[src/rtl/jesd204b_tx_link_ctrl.sv]
// JESD204B transmit link-layer sequencer: CGS -> 4-multiframe ILAS -> user data,
// driven by the LMFC pulse and the receiver's SYNC~ request.
module jesd204b_tx_link_ctrl #(
    parameter int SYNC_LEN = 5
) (
    input  logic       clk,
    input  logic       rst,
    input  logic [4:0] i_K,
    input  logic       i_lmfc_clk,
    input  logic       i_sync_n,
    output logic       o_cgs,
    output logic       o_ilas,
    output logic [1:0] o_ilas_mf,
    output logic       o_ilas_r,
    output logic       o_ilas_q,
    output logic       o_ilas_a,
    output logic       o_data_en,
    output logic       o_sync_err
);

    typedef enum logic [1:0] {
        CGS  = 2'd0,
        ILAS = 2'd1,
        DATA = 2'd2
    } state_t;

    localparam logic [5:0] LOW_LAST = 6'(SYNC_LEN - 1);

    state_t     state_reg, state_next;
    logic [1:0] mf_reg, mf_next;
    logic [5:0] ph_reg, ph_next;
    logic [5:0] low_reg, low_next;
    logic       sync_meta_reg, sync_s_reg;
    logic       entering, err_next, ilas_next;

    // Phase within the multiframe; saturates so a missing LMFC cannot wrap it.
    always_comb begin
        if (i_lmfc_clk)
            ph_next = 6'd0;
        else if (ph_reg == 6'd63)
            ph_next = 6'd63;
        else
            ph_next = ph_reg + 6'd1;
    end

    always_comb begin
        state_next = state_reg;
        mf_next    = mf_reg;
        low_next   = low_reg;
        entering   = 1'b0;
        err_next   = 1'b0;
        case (state_reg)
            CGS: begin
                low_next = 6'd0;
                if (sync_s_reg && i_lmfc_clk) begin
                    state_next = ILAS;
                    mf_next    = 2'd0;
                    entering   = 1'b1;
                end
            end
            default: begin
                if (!sync_s_reg) begin
                    if (low_reg == LOW_LAST) begin
                        state_next = CGS;
                        mf_next    = 2'd0;
                        low_next   = 6'd0;
                    end else begin
                        low_next = low_reg + 6'd1;
                    end
                end else begin
                    low_next = 6'd0;
                    err_next = (low_reg != 6'd0);
                end
                // Loss of sync wins over a coincident LMFC pulse.
                if (state_next != CGS && state_reg == ILAS && i_lmfc_clk) begin
                    if (mf_reg == 2'd3)
                        state_next = DATA;
                    else
                        mf_next = mf_reg + 2'd1;
                end
            end
        endcase
    end

    assign ilas_next = (state_next == ILAS);

    always_ff @(posedge clk or posedge rst) begin
        if (rst) begin
            sync_meta_reg <= 1'b0;
            sync_s_reg    <= 1'b0;
            state_reg     <= CGS;
            mf_reg        <= 2'd0;
            ph_reg        <= 6'd0;
            low_reg       <= 6'd0;
            o_cgs         <= 1'b1;
            o_ilas        <= 1'b0;
            o_ilas_mf     <= 2'd0;
            o_ilas_r      <= 1'b0;
            o_ilas_q      <= 1'b0;
            o_ilas_a      <= 1'b0;
            o_data_en     <= 1'b0;
            o_sync_err    <= 1'b0;
        end else begin
            sync_meta_reg <= i_sync_n;
            sync_s_reg    <= sync_meta_reg;
            state_reg     <= state_next;
            mf_reg        <= mf_next;
            ph_reg        <= ph_next;
            low_reg       <= low_next;
            o_cgs         <= (state_next == CGS);
            o_ilas        <= ilas_next;
            o_data_en     <= (state_next == DATA);
            o_ilas_mf     <= ilas_next ? mf_next : 2'd0;
            o_ilas_r      <= ilas_next && (ph_next == 6'd0) && (entering || i_lmfc_clk);
            o_ilas_q      <= ilas_next && (mf_next == 2'd1) && (ph_next == 6'd1) && (i_K != 5'd0);
            o_ilas_a      <= ilas_next && (ph_next == {1'b0, i_K});
            o_sync_err    <= err_next;
        end
    end

endmodule

[config.mk]
export PLATFORM = sky130hd
export DESIGN_NAME = jesd204b_tx_link_ctrl
export DESIGN_NICKNAME = d
export VERILOG_FILES = /design/src/rtl/jesd204b_tx_link_ctrl.sv
export SDC_FILE = /design/constraint.sdc
export NUM_CORES = 1
export LEC_CHECK = 0
export CAP_MARGIN = 15
export CORE_ASPECT_RATIO = 0.7
export CORE_MARGIN = 8
export CORE_UTILIZATION = 50
export CTS_CLUSTER_DIAMETER = 40
export CTS_CLUSTER_SIZE = 12
export DETAILED_ROUTE_END_ITERATION = 8
export MAX_ROUTING_LAYER = met4
export PLACE_DENSITY = 0.84
export SLEW_MARGIN = 10
export SYNTH_ARGS = -nofsm -noshare
export SYNTH_HDL_FRONTEND = slang
export SYNTH_SLANG_ARGS = --single-unit
[constraint.sdc]
create_clock -name clk -period 2.2 [get_ports clk]
set_input_delay 0.66 -clock clk [delete_from_list [all_inputs] [get_ports clk]]
set_output_delay 0.66 -clock clk [all_outputs]
set_load 0.005 [all_outputs]
==> results.md <==
- CP top delay family: buffers and inverters
- Pin count of the biggest net entering global routing: 28
- Die Width: 78.1 µm
- Clk slew on worst S/H paths: 0.09 ns
- Cell Count, Final, Fillers Out: 195
- Mapped Avg Cell Area: 10.1 µm²
- Ys Warns: 0
- Diodes inserted: 0
- Final setup vio count: 0
- Hold path cells: 0
- FMAX: 0.478 GHz
- Antenna violations before repair: 0
- Synth Net Count: 147
- Average wire per standard cell: 14.4 µm
- Fin. Hold Viols: 0
- Vias in the first global route: 989
- Die height: 59.5 µm
- DRC: 0
- Hold Crit Start: sync_meta_reg
- Layout cells sized above 1: 0.155
- First-pass GRT wire length: 4600 µm
- Cell total after placement: 190
- Root Buffer: clkbuf_8
- Max Root-Sink Buffers: 2
- Largest fanout on the critical path: 9
- Port bufs: 17
- Leakage power: 0.737 nW
- Starting density of the core: 0.536
- Sum of negative setup slack: 0 ns
- CP arrival: 2.27 ns
- Core Region: 2510 µm²
- Routability cong.: 0.994
- Clock Latency Late Sink: 0.27 ns
- Gate count of the mapped netlist: 134
- FF-to-FF Start: low_reg[1]
- Startpoint Class: input port
- H-tree depth: 1
- Hold WC Path Type: flop to flop
- Bufs and invs on worst path: 2
- Row count: 15
- Worst clock skew: 0.00518 ns
- WHS Endpoint: sync_s_reg
- Cell area power density: 872 nW/µm²
- Cell variety after synth: 37
- All-Layer GR Usage: 0.127
- Drt first pass iters: 4
- 1st-iter DRT viols: 103
- DR vias/cell: 5.52
- Launch point of the critical path: i_lmfc_clk
- Area of the mapped netlist: 1350 µm²
- Reg2reg end: o_ilas_q
- Hold Buf Count CTS: 0
- CP cell instances: clkdlybuf4s50_1, buf_4, nand2_1, nand3_1, o22ai_1, o21ai_0, nor4_1
- Max Slew Vio Count: 0
- CTS tree: built
- Worst Max-Slew Pin Slew: 0.504 ns
- VDD IR-drop max: 0.578 mV
- Die Area: 4640 µm²
- Area after DPL: 1620 µm²
- Vias post-DR: 1076
- Fin crit share: 0.950
- Area grow syn2layout: 24.4%
- WS Path Type: input port to flop
- Gr ovfl total: 0
- Clk sinks: 27
- Reg2reg setup slack: 0.16 ns
- HPWL Detailed: 2080 µm
- Final Instance Area: 1680 µm²
- Final wirelength: 2820 µm
- Post-route ant nets: 0
- #FFs+latches synth: 27
- Critical path's slowest cell: clkdlybuf4s50_1
- Nets: 175
- Max Cap Viol: 0
- Slew margin rel.: 0.661
- Crit. End Element: flop
- Slowest cell delay on critical path: 0.56 ns
- Clock period minus worst slack: 2.09 ns
- CP required: 2.38 ns
- Status: completed
- Io pins: 18
- Post-synthesis sequential area ratio: 0.502
- Num CTS Buffers: 3
- Worst R2R Path Depth: 8
## cells by family (layout without fill, tap and decap cells)
group,after synthesis,in the layout,synth area share
adders and majority gates,4,4,0.0371
xor gates and xnor gates,8,8,0.0520
muxes,3,3,0.0232
and+or+nand+nor,52,52,0.219
AOI/OAI and AO/OA,26,26,0.128
buffers and inverters,14,41,0.0390
DFF,27,27,0.502
## stage by stage
stage | hold slack (ns) | setup slack [ns] | total power [W] | util
3_5_place_dp | 0.344 | -0.151 | 0.00118 | 0.645
4_1_cts | 0.364 | 0.122 | 0.00146 | 0.664
6_report | 0.361 | 0.109 | 0.00146 | 0.667
5_1_grt | 0.367 | -0.000420 | 0.00156 | 0.667
2_1_floorplan | 0.331 | 0.261 | 0.000966 | -
3_3_place_gp | 0.335 | -0.0996 | 0.00116 | 0.645
## cell usage after synthesis
master    count  area, µm²
dfrtp_1      26        651
nor2_1       13       48.8
nand3_1      12       60.1
o21ai_0      10       50.1
inv_1         8       30.0
clkbuf_1      6       22.5
nand2b_1      5       31.3
xnor2_1       5       43.8
ha_1          4       50.1
nor3_1        4       20.0
a21oi_1       3       15.0
and3_1        3       18.8
nand2_1       3       11.3
xor2_1        3       26.3
a211oi_1      2       15.0
a31oi_1       2       12.5
and2_1        2       12.5
mux2i_1       2       20.0
nor3b_1       2       15.0
o22ai_1       2       12.5
a21oi_2       1       8.76
a22o_4        1       17.5
a31o_2        1       8.76
and2_2        1       7.51
dfstp_2       1       26.3
mux2_2        1       11.3
nand3b_1      1       7.51
nor2b_1       1       6.26
nor3_4        1       16.3
nor4_1        1       6.26
nor4_2        1       12.5
o211a_1       1       10.0
o211ai_1      1       7.51
o21bai_1      1       7.51
o31ai_1       1       7.51
or4_1         1       7.51
or4b_4        1       13.8
## worst max path at each step
| stage | cells past startpoint | endpoint |
|---|---|---|
| 6_report | 7 | o_ilas_a |
| 3_5_place_dp | 7 | o_ilas_a |
| 5_1_grt | 8 | o_ilas_q |
| 3_3_place_gp | 7 | o_ilas_a |
| 4_1_cts | 7 | o_ilas_a |
| 2_1_floorplan | 7 | o_ilas_q |
## where the power goes
part           switching, W  internal [W]
registers         0.0000734      0.000602
logic              0.000235      0.000274
clock network      0.000150      0.000129
total              0.000459       0.00100
## routing by layer
metal / share of wire / GRT usage / up-vias
li1: - / - / 522
met1: 0.49 / 0.168 / 518
met2: 0.44 / 0.179 / 34
met3: 0.062 / 0.0364 / 2
met4: 0.0067 / 0.0446 / 0
met5: 0 / - / -
## layout make-up
cell class                      instances  area (µm²)
Inverter                                8        30.0
Multi-Input combinational cell         93         619
Sequential cell                        27         677
Timing Repair Buffer                   29         260
Clock buffer                            3        41.3
Tap cell                               34        42.5
Fill cell                             202         837
Clock inverter                          1        7.51
## repair_timing
action | in CTS | in global routing
resized for setup | 0 | 0
setup buffers | 0 | 1
endpoints found under the setup margin | 0 | 1
## placed cells by master (no fill, tap or decap), types with 2 or more instances in the layout
cell type        Yosys  routed
a211oi_1             2       2
a21oi_1              3       3
a31oi_1              2       2
and2_1               2       2
and3_1               3       3
buf_4                0      12
clkbuf_8             0       3
clkdlybuf4s50_1      0      17
dfrtp_1             26      26
ha_1                 4       4
inv_1                8       8
mux2i_1              2       2
nand2_1              3       3
nand2b_1             5       5
nand3_1             12      12
nor2_1              13      13
nor3_1               4       4
nor3b_1              2       2
o21ai_0             10      10
o22ai_1              2       2
xnor2_1              5       5
xor2_1               3       3
(Power assumes the default switching activity.)
